<file path="src/rtl/axis_arb_pkg.sv">
// Shared types and width helpers for the packet-granular AXI4-Stream arbiter.
package axis_arb_pkg;

  typedef enum logic [0:0] {
    ARB_IDLE = 1'b0,
    ARB_XFER = 1'b1
  } arb_state_e;

  // Width of an index that selects one of n items (at least 1 bit).
  function automatic int idx_width(input int n);
    return (n > 1) ? $clog2(n) : 1;
  endfunction

  // Width of a beat counter that must hold max_beats + 1.
  function automatic int cnt_width(input int max_beats);
    return $clog2(max_beats + 2);
  endfunction

endpackage

</file>
<file path="src/rtl/axis_packet_arbiter_rr_select.sv">
// Combinational round-robin picker: first set req bit after ptr, wrapping modulo NUM_SRC.
module rr_select
  import axis_arb_pkg::*;
#(
  parameter int NUM_SRC = 4,
  parameter int SRC_W   = idx_width(NUM_SRC)
) (
  input  logic [NUM_SRC-1:0] req,
  input  logic [SRC_W-1:0]   ptr,
  output logic [NUM_SRC-1:0] grant,
  output logic [SRC_W-1:0]   grant_idx,
  output logic               valid
);

  function automatic logic [SRC_W-1:0] wrap_idx(input logic [SRC_W-1:0] p, input int off);
    int s;
    s = int'(p) + off;
    if (s >= NUM_SRC) s = s - NUM_SRC;
    return SRC_W'(s);
  endfunction

  always_comb begin
    // NOTE: every output gets a default before the search so no path infers a latch.
    grant_idx = '0;
    valid     = 1'b0;
    for (int i = 1; i <= NUM_SRC; i++) begin
      if (!valid && req[wrap_idx(ptr, i)]) begin
        valid     = 1'b1;
        grant_idx = wrap_idx(ptr, i);
      end
    end
    grant = valid ? (NUM_SRC'(1) << grant_idx) : '0;
  end

endmodule

</file>
<file path="src/rtl/axis_packet_arbiter.sv">
// N-to-1 AXI4-Stream arbiter, round-robin per packet, with oversize detection.
module axis_packet_arbiter
  import axis_arb_pkg::*;
#(
  parameter int  NUM_SRC    = 4,
  parameter int  DATA_WIDTH = 64,
  parameter int  MAX_BEATS  = 256,
  localparam int SRC_W      = idx_width(NUM_SRC),
  localparam int KEEP_W     = DATA_WIDTH / 8
) (
  input  logic                          aclk,
  input  logic                          areset,
  input  logic                          enable,
  input  logic [NUM_SRC-1:0]            src_mask,
  input  logic [NUM_SRC-1:0]            s_tvalid,
  output logic [NUM_SRC-1:0]            s_tready,
  input  logic [NUM_SRC*DATA_WIDTH-1:0] s_tdata,
  input  logic [NUM_SRC*KEEP_W-1:0]     s_tkeep,
  input  logic [NUM_SRC-1:0]            s_tlast,
  output logic                          m_tvalid,
  input  logic                          m_tready,
  output logic [DATA_WIDTH-1:0]         m_tdata,
  output logic [KEEP_W-1:0]             m_tkeep,
  output logic                          m_tlast,
  output logic [SRC_W-1:0]              m_tid,
  output logic                          busy,
  output logic                          pkt_done,
  output logic                          oversize_err,
  input  logic                          err_clr
);

  localparam int               CNT_W   = cnt_width(MAX_BEATS);
  localparam logic [CNT_W-1:0] CNT_SAT = CNT_W'(MAX_BEATS + 1);

  arb_state_e         state;
  logic [SRC_W-1:0]   grant_idx;
  logic [NUM_SRC-1:0] grant_oh;
  logic [SRC_W-1:0]   rr_ptr;
  logic [CNT_W-1:0]   beat_cnt;

  logic [NUM_SRC-1:0] req;
  logic [NUM_SRC-1:0] sel_grant;
  logic [SRC_W-1:0]   sel_idx;
  logic               sel_valid;

  logic               xfer;
  logic               accept;
  logic [CNT_W-1:0]   cnt_next;
  logic               cnt_over;

  assign req = s_tvalid & ~src_mask;

  rr_select #(
    .NUM_SRC (NUM_SRC),
    .SRC_W   (SRC_W)
  ) u_rr_select (
    .req       (req),
    .ptr       (rr_ptr),
    .grant     (sel_grant),
    .grant_idx (sel_idx),
    .valid     (sel_valid)
  );

  // Outputs are forced quiet while reset is held, so a packet cut by reset
  // cannot hand over one more beat in the reset cycle.
  assign xfer = (state == ARB_XFER) && !areset;

  always_comb begin
    m_tvalid = 1'b0;
    m_tdata  = '0;
    m_tkeep  = '0;
    m_tlast  = 1'b0;
    m_tid    = '0;
    s_tready = '0;
    if (xfer) begin
      m_tvalid = s_tvalid[grant_idx];
      m_tdata  = s_tdata[grant_idx*DATA_WIDTH +: DATA_WIDTH];
      m_tkeep  = s_tkeep[grant_idx*KEEP_W +: KEEP_W];
      m_tlast  = s_tlast[grant_idx];
      m_tid    = grant_idx;
      s_tready = grant_oh & {NUM_SRC{m_tready}};
    end
  end

  assign busy     = xfer;
  assign accept   = m_tvalid & m_tready;
  assign pkt_done = accept & m_tlast;

  assign cnt_next = (beat_cnt == CNT_SAT) ? CNT_SAT : beat_cnt + 1'b1;
  assign cnt_over = cnt_next > CNT_W'(MAX_BEATS);

  always_ff @(posedge aclk) begin
    // NOTE: non-blocking so every register here updates from pre-edge values.
    if (areset) begin
      state        <= ARB_IDLE;
      rr_ptr       <= SRC_W'(NUM_SRC - 1);
      grant_idx    <= '0;
      grant_oh     <= '0;
      beat_cnt     <= '0;
      oversize_err <= 1'b0;
    end else begin
      case (state)
        ARB_IDLE: begin
          if (enable && sel_valid) begin
            state     <= ARB_XFER;
            grant_idx <= sel_idx;
            grant_oh  <= sel_grant;
            rr_ptr    <= sel_idx;
          end
        end
        ARB_XFER: begin
          if (accept) begin
            if (m_tlast) begin
              state    <= ARB_IDLE;
              beat_cnt <= '0;
            end else begin
              beat_cnt <= cnt_next;
            end
          end
        end
        default: state <= ARB_IDLE;
      endcase

      // A new overflow outranks a simultaneous clear.
      if (accept && !m_tlast && cnt_over) oversize_err <= 1'b1;
      else if (err_clr)                   oversize_err <= 1'b0;
    end
  end

endmodule

</file>
<file path="config.mk">
export PLATFORM = sky130hd
export DESIGN_NAME = axis_packet_arbiter
export DESIGN_NICKNAME = d
export VERILOG_FILES = /design/src/rtl/axis_arb_pkg.sv /design/src/rtl/axis_packet_arbiter_rr_select.sv /design/src/rtl/axis_packet_arbiter.sv
export SDC_FILE = /design/constraint.sdc
export NUM_CORES = 1
export LEC_CHECK = 0
export ABC_AREA = 1
export CELL_PAD_IN_SITES_DETAIL_PLACEMENT = 0
export CELL_PAD_IN_SITES_GLOBAL_PLACEMENT = 1
export CORE_AREA = 4 4 150 152
export DETAILED_ROUTE_END_ITERATION = 8
export DIE_AREA = 0 0 154 156
export DONT_BUFFER_PORTS = 1
export PLACE_DENSITY = 0.46
export SYNTH_ARGS = -nofsm -noshare
export SYNTH_HDL_FRONTEND = slang
export SYNTH_HIERARCHICAL = 1
export SYNTH_SLANG_ARGS = --single-unit
</file>
<file path="constraint.sdc">
create_clock -name aclk -period 3.15 [get_ports aclk]
set_clock_uncertainty 0.15 [all_clocks]
set_input_delay 0.63 -clock aclk [delete_from_list [all_inputs] [get_ports aclk]]
set_output_delay 0.63 -clock aclk [all_outputs]
set_load 0.05 [all_outputs]
</file>
==> flow_metrics.tcl <==
set metrics [dict create \
    drt_first_pass_iters 5 \
    core_region_area_um2 21000 \
    power_density_nw_per_um2 897 \
    finalPower_w 0.00428 \
    grt.total_usage_pct 15.8 \
    min_from "areset" \
    synth.largest_area_cell "nor2_1" \
    num_rows 53 \
    layout.nets 1149 \
    setup_violations 0 \
    place_hpwl_um 16900 \
    insertion_delay_ns 0.25 \
    fin_setup_tns_ns 0 \
    final_cell_mix "322 x nor2_1, 151 x o21ai_0, 89 x buf_4" \
    cp_top_family "buffers and inverters" \
    critical_path_required_ns 2.37 \
    synth-xor-area-share_pct 0.229 \
    final_common_cell "nor2_1" \
    ys_ff_latch 19 \
    start_util_pct 18.2 \
    routed_wl_um 21100 \
    maxCapViolCount 0 \
    crit_path_end_kind "output pin" \
    yosysSeqAreaShare_pct 9.94 \
    die_height_um 156 \
    grt_pass1_vias 5072 \
    worstPathArrival_ns 2.00 \
    slew_viol_final 0 \
    portBuffers 0 \
    min_path_type "input pin to flop" \
    fin_crit_sh_pct 88.3 \
    synth_cell_types 26 \
    slowest_stage "o21ai_0" \
    crit_type "flop to output pin" \
    fin_crit_ns 2.78 \
    dieArea_um2 24000 \
    synth_area_leaders "nor2_1 32%, o21ai_0 20%, a21oi_1 12%" \
    worstPathCellList "clkinv_2 -> buf_12 -> o21ai_0 -> a21oi_1 -> buf_4" \
    syn_inst 802 \
    r2r_slack_ns 1.05 \
    slew_headroom_pct 54.6 \
    clk_path_buf_depth 2 \
    met1_length_um 8710 \
    tightest_slew_ns 0.680 \
    drc 0 \
    ff2ff_path_depth 7 \
    hold_path_end "grant_idx[0]" \
    synth_warnings 6 \
    drive_gt1_share_pct 15.1 \
    muxShareOfSynthArea_pct 0 \
    wl_per_cell_um 18.9 \
    vias 5232 \
    ios 388 \
    met3_length_um 1450 \
    grt_max_degree 90 \
    cts.clk_slew.worst_paths_ns 0.05 \
    postCtsSetupBuffers 0 \
    critPathLaunchType "flop" \
    status "finished clean" \
    synth_top_family_by_area "simple AND/OR/NAND/NOR gates" \
    root_buffer "clkbuf_16" \
    antenna_found_initial 5 \
    die_w_um 154 \
    vdd_drop_max_uv 310 \
    synthSimpleGateAreaFrac_pct 47.0 \
    top_layer "met5" \
    synth_fa_ha_area_share_pct 0.654 \
    postCtsHoldBufs 0 \
    clkSinkCount 19 \
    met2_length_um 10500 \
    syn_nets 1109 \
    cts_resized 0 \
    cts_tree "done" \
    hold_depth 1 \
    syn_to_final_growth_pct 24.6 \
    syn_area_um2 3830 \
    max_stage_delay_ns 0.44 \
    grt_pass1_wl_um 30600 \
    htree_levels 1 \
    rsz0062_at_grt "no" \
    cts_inserted_buffers 3 \
    path_buf_inv 3 \
    critPathMaxFanout 89 \
    overflow 0 \
    viasPerCell 4.68 \
    drt_iter0_drc 447 \
    synth_top_area_share_pct 31.6 \
    r2r_start "grant_idx[0]" \
    syn_avg_cell_area_um2 4.77 \
    timing.final.hold_violations 0 \
    drtAntennaViolNets 0 \
    r2r_end "state" \
    cellLeakagePower_nw 2.06 \
    synth-compound-area-share_pct 32.1 \
    max_freq_mhz 360 \
    routabilityCongestion 0.915 \
]
per-layer routing:
layer | up-vias | global-route usage (%)
li1 | 2679 | -
met1 | 2307 | 19.9
met2 | 212 | 28.0
met3 | 28 | 3.36
met4 | 6 | 2.65
met5 | - | 0
sequential cells by signal (all words and copies together) (netlist names):
signal,cells
oversize_err,1
grant_oh,4
beat_cnt,9
grant_idx,2
state,1
rr_ptr,2
kinds of logic (layout without fill, tap and decap cells):
| kind of cell | count (synthesis) | after routing |
|---|---|---|
| AND/OR/NAND/NOR | 445 | 445 |
| other | 0 | 2 |
| buffers and inverters | 92 | 131 |
| AO/OA/AOI/OAI | 243 | 243 |
| adder cells (fa/ha/maj) | 2 | 2 |
| flip-flops | 19 | 19 |
| XOR/XNOR | 1 | 1 |
power by group:
part,leakage (nW),internal (W),switching [W],total (W)
registers,0.156,0.000299,0.0000842,0.000383
logic,1.86,0.00105,0.00258,0.00364
clock network,0.0382,0.000172,0.0000875,0.000259
worst max path at each step:
stage,cells after the start,startpoint,slack [ns],to
finish,5,grant_idx[0],0.37,m_tdata[10]
global route,5,grant_idx[0],0.14,m_tdata[10]
CTS,5,grant_idx[0],0.25,m_tdata[10]
detailed placement,5,grant_idx[0],0.53,m_tdata[10]
global placement,5,grant_idx[0],0.56,m_tdata[10]
floorplan,5,areset,-0.11,m_tdata[56]
worst register-to-register path, stage by stage (launching register included):
cell and delay [ns]:
dfxtp_4 0.43, clkinv_2 0.21, a21oi_2 0.19, o21ai_2 0.07
nand2_1 0.07, nand3_2 0.29, nor2_4 0.42, o22ai_1 0.12
synthesized netlist by cell type:
cell type	n
nand2_4	5
xor2_1	1
nand3_1	18
nor3_1	1
clkbuf_1	31
nand3b_1	1
dfxtp_1	19
o21ai_2	1
nand2_1	81
buf_2	16
nor2_4	3
buf_6	1
a21oi_2	2
o21ai_0	151
inv_2	6
inv_1	27
ha_1	2
nand3_2	2
nor2_1	322
o22ai_1	1
buf_4	3
nand4_1	4
a21oi_1	88
nor2_2	3
buf_1	8
nand2_2	5
stage by stage:
stage                     setup WS [ns]  instance area, um^2  hold WS [ns]  cells  utilization, %
after floorplan                  -0.108                 3830         0.305    802               -
after global placement            0.560                 4690         0.324   1112            22.3
after detailed placement          0.526                 4690         0.322   1112            22.3
after CTS                         0.247                 4760         0.283   1116            22.7
after global routing              0.142                 4770         0.285   1118            22.7
final                             0.369                 4770         0.291   1118            22.7
final cells by class:
class,instances,area (um^2)
antenna,2,5.00
multi-input combinational,691,3060
tap,275,344
timing repair buffer,94,768
clock buffer,4,78.8
inverter,33,125
sequential,19,385
fill,2531,16300
Note: power is estimated with default switching activity, not from simulation.
